**config.mk**
```make
export PLATFORM = sky130hd
export DESIGN_NAME = seven_seg_scan_controller
export DESIGN_NICKNAME = d
export VERILOG_FILES = /design/src/rtl/seven_seg_scan_controller.sv
export SDC_FILE = /design/constraint.sdc
export NUM_CORES = 1
export LEC_CHECK = 0
export ABC_AREA = 1
export CORE_AREA = 2 2 112 103
export CTS_CLUSTER_SIZE = 8
export DETAILED_ROUTE_END_ITERATION = 8
export DIE_AREA = 0 0 114 105
export PLACE_DENSITY = 0.68
export SYNTH_ARGS = -nofsm -noshare
export SYNTH_HDL_FRONTEND = slang
export SYNTH_SLANG_ARGS = --single-unit
export TNS_END_PERCENT = 20
```
**constraint.sdc**
```tcl
create_clock -name clk -period 3.4 [get_ports clk]
set_input_delay 0.68 -clock clk [delete_from_list [all_inputs] [get_ports clk]]
set_output_delay 0.68 -clock clk [all_outputs]
set_load 0.005 [all_outputs]
```
**src/rtl/seven_seg_scan_controller.sv**
```systemverilog
// seven_seg_scan_controller: time-multiplexed 8-digit seven-segment driver with shadow/active digit buffers
module seven_seg_scan_controller #(
    parameter int DWELL = 1024,
    parameter int BLANK = 16
) (
    input  logic       clk,
    input  logic       reset,
    input  logic       load_valid,
    output logic       load_ready,
    input  logic [2:0] load_digit,
    input  logic [3:0] load_value,
    input  logic       load_dp,
    input  logic       commit,
    output logic       commit_pending,
    input  logic [7:0] digit_en,
    output logic       frame_start,
    output logic       seg_a,
    output logic       seg_b,
    output logic       seg_c,
    output logic       seg_d,
    output logic       seg_e,
    output logic       seg_f,
    output logic       seg_g,
    output logic       dp,
    output logic [7:0] anodes
);
    localparam int CW = $clog2(DWELL);
    localparam logic [CW-1:0] LAST = CW'(DWELL - 1);
    localparam logic [CW-1:0] BLANK_C = CW'(BLANK);
    localparam logic [6:0] HEX [16] = '{
        7'b0000001, 7'b1001111, 7'b0010010, 7'b0000110,
        7'b1001100, 7'b0100100, 7'b0100000, 7'b0001111,
        7'b0000000, 7'b0000100, 7'b0001000, 7'b1100000,
        7'b0110001, 7'b1000010, 7'b0110000, 7'b0111000
    };

    logic [CW-1:0]   cnt;
    logic [2:0]      dig;
    logic [7:0][4:0] shadow;
    logic [7:0][4:0] active;
    logic [6:0]      seg;
    logic            show;
    logic            frame_end;
    logic            wr;

    assign load_ready = ~commit_pending;
    assign wr = load_valid && load_ready;
    assign frame_end = dig == 3'd7 && cnt == LAST;
    assign show = digit_en[dig] && cnt >= BLANK_C;
    assign {seg_a, seg_b, seg_c, seg_d, seg_e, seg_f, seg_g} = seg;

    // Slot timer: cnt walks through one dwell period, then the scan moves to the next digit
    always_ff @(posedge clk) begin
        if (reset) begin
            cnt <= '0;
            dig <= '0;
        end else begin
            cnt <= cnt == LAST ? '0 : cnt + 1'b1;
            if (cnt == LAST) dig <= dig + 1'b1;
        end
    end

    // Shadow writes, commit request, and the atomic shadow-to-active copy at frame end
    always_ff @(posedge clk) begin
        if (reset) begin
            shadow         <= '0;
            active         <= '0;
            commit_pending <= 1'b0;
        end else begin
            if (wr) shadow[load_digit] <= {load_value, load_dp};
            if (commit_pending && frame_end) begin
                active         <= shadow;
                commit_pending <= 1'b0;
            end else if (commit) begin
                commit_pending <= 1'b1;
            end
        end
    end

    // Registered pin drivers; everything stays dark during blanking or on disabled digits
    always_ff @(posedge clk) begin
        if (reset) begin
            anodes      <= 8'hFF;
            seg         <= 7'h7F;
            dp          <= 1'b1;
            frame_start <= 1'b0;
        end else begin
            anodes      <= show ? ~(8'd1 << dig) : 8'hFF;
            seg         <= show ? HEX[active[dig][4:1]] : 7'h7F;
            dp          <= ~(show && active[dig][0]);
            frame_start <= dig == 3'd0 && cnt == '0;
        end
    end
endmodule

```
==> metrics <==
status=completed; final WL=10500 µm; startpoint types=flop; clk root buf=clkbuf_16; Final Wtd Congestion=about 0.86; Worst Path Required=3640 ps; Worst Path Class, Setup=flop to flop; WL/cell=12.6 µm; DR iter-0 viols=~160; first-pass GRT wire length=roughly 18000 µm; final hold violation count=0; core area=10700 µm²; critical path peak fanout=16; CTS buffer count=9; multi-input logic area=2140 µm²; clk buf depth=2; CP arrival=2610 ps; Clock Pin Slew Worst Setup and Hold Paths=80 ps; TritonCTS clock tree=yes; hold_ws=473 ps; via count=approximately 4100; Residual DRC=0; placed wire-length estimate=approximately 7500 µm; min Tclk post-route=2380 ps; Synth Area per Inst=7.11 µm²; setup slack, reg-to-reg=1020 ps; Post-Syn Instances=around 670; Fmax=421 MHz; Die Area=about 12000 µm²; PwrDens=approximately 460 nW/µm²; share of cells above drive strength 1=4.13%; Fill cells=roughly 1100; LEAKAGE=about 2.3 nW; sum of negative setup slack=0 ps; Worst Setup End Kind=flop; Setup Skew=between 9 and 10 ps; Post-CTS Hold Fix Bufs=0; drt pass-1 iters=5; area growth from synthesis to layout=15.3%; final worst slack=roughly 1000 ps; DR WL met3=498 µm; Crit Reg-Reg Startpoint=dig[1]$_SDFFE_PP0N_; met1 WL=5460 µm; DP Worst Slack=1010 ps; RSZ-0062 raised after global routing=false; min-delay src=cnt[4]$_SDFF_PP0_; total grt overflow=0; Final Net Count=732; Die Y=105 µm; die width=114 µm; Final Slew Violations=0; syn nets=roughly 700; post-synth cell types=28; num rows=36; FF-to-FF path depth=10; Hold Crit Class=flop to flop; Peak VDD IR=between 0.2 and 0.3 mV; #FFs+latches synth=roughly 110; Worst-Margin Slew=659 ps; post-synthesis cell area=4770 µm²; sequential share of the synthesized area=between 40% and 50%; clock sink count=111; max-cap violation count=0; met2 wire length=between 4000 and 5000 µm; Ant. Diodes=0; vias per cell=about 4.8; Post-CTS Resized=0; Yosys Warn Count=0; Critical R2R Capture=seg[3]$_SDFF_PP1_; IO buf count=38; aggregate global-route resource usage=18.2%; Max Used Layer=met4; register area=2220 µm²; fin crit share=69.9%; ANT nets after route=0; final setup vio count=0; setup bufs post-CTS=0; final total power=2.55 mW; initial core utilization=between 40% and 50%; Hold Crit Depth=2; Hold Path End=cnt[4]$_SDFF_PP0_; vias in the first global route=approximately 3700; slew margin rel.=56.1%; initial antenna violation count=0; total I/O pin count=39; largest net degree at the start of global routing=87; clk_lat worst skew=350 ps; CTS H-Tree Depth=3
-- cell usage in the layout (no fill, tap or decap), types with 6 or more instances in the layout --
cell,netlist,final
nor2_1,182,182
nand3_1,48,48
clkdlybuf4s50_1,0,38
inv_1,64,64
nand4_1,6,6
dfxtp_1,111,111
ha_1,14,14
o21ai_0,85,85
a21oi_1,9,9
clkbuf_16,0,9
nand2_1,107,107
-- metrics by stage --
step	std cells	cell area (µm²)	utilization, %
after floorplan	671	4770	-
after global placement	820	5190	48.4
after detailed placement	820	5190	48.4
after CTS	836	5500	51.3
after global routing	836	5500	51.3
final	836	5500	51.3
-- per-layer routing --
metal / up-vias / global-route usage, %
met5: - / 0
met4: 0 / 5.23
met3: 11 / 4.52
met2: 89 / 27.3
met1: 1785 / 26.0
li1: 2166 / -
-- worst max path at each step --
stage                             end  slack [ps]  depth (start not counted)                start
global placement    cnt[5]$_SDFF_PP0_        1050                          5                reset
detailed placement  cnt[5]$_SDFF_PP0_        1010                          5                reset
floorplan           seg[6]$_SDFF_PP1_        1550                         13  dig[0]$_SDFFE_PP0N_
global route        seg[1]$_SDFF_PP1_         770                         10  dig[1]$_SDFFE_PP0N_
CTS                 seg[3]$_SDFF_PP1_        1050                         10  dig[1]$_SDFFE_PP0N_
finish              seg[3]$_SDFF_PP1_        1020                         10  dig[1]$_SDFFE_PP0N_
-- critical path, stage by stage (launching register included) --
cell and delay, ps:
dfxtp_1 590, inv_1 360, nand3_1 180, nand2_1 60, o21ai_1 370, inv_1 160, ha_1 230, nand3_1 120
nand2_1 70, nand2_1 60, nand3_1 60
-- cell type report --
| cell class | count | share of cell area (%) |
|---|---|---|
| Sequential cell | 111 | 40.4 |
| Multi-Input combinational cell | 466 | 38.8 |
| Timing Repair Buffer | 41 | 7.32 |
| Inverter | 69 | 4.73 |
| Clock buffer | 10 | 4.34 |
| Tap cell | 133 | 3.02 |
| Clock inverter | 6 | 1.36 |
-- cell families (layout without fill, tap and decap cells) --
kind of cell,count (synthesis),in the layout,synth area share (%)
DFF,111,111,46.6
AOI/OAI and AO/OA,98,98,10.6
and+or+nand+nor,352,352,30.2
adders and majority gates,14,14,3.67
buffers and inverters,94,126,8.65
xor gates and xnor gates,2,2,0.367
-- cell usage after synthesis (all sizes together) --
cell / count / area share (%)
nand3: 50 / 5.5
nor2: 182 / 14
nand4: 7 / 1.0
a32o: 2 / 0.42
o21ai: 87 / 9.2
xor2: 2 / 0.37
inv: 67 / 5.3
clkinv: 2 / 0.18
clkbuf: 13 / 1.1
nand2: 108 / 8.5
nor3: 4 / 0.66
buf: 12 / 2.1
a21oi: 9 / 0.94
dfxtp: 111 / 47
ha: 14 / 3.7
nor3b: 1 / 0.16
-- where the power goes --
part	internal (mW)	total, mW	switching, mW
Combinational	0.0506	0.117	0.0668
Sequential	1.32	1.33	0.0134
Clock	0.603	1.10	0.494
-- sequential cells by signal (all words and copies together) (netlist names) --
| name | cells |
|---|---|
| dp | 1 |
| cnt | 10 |
| seg | 7 |
| commit_pending | 1 |
| anodes | 8 |
| active | 40 |
| frame_start | 1 |
| dig | 3 |
| shadow | 40 |
(Power assumes the default switching activity.)
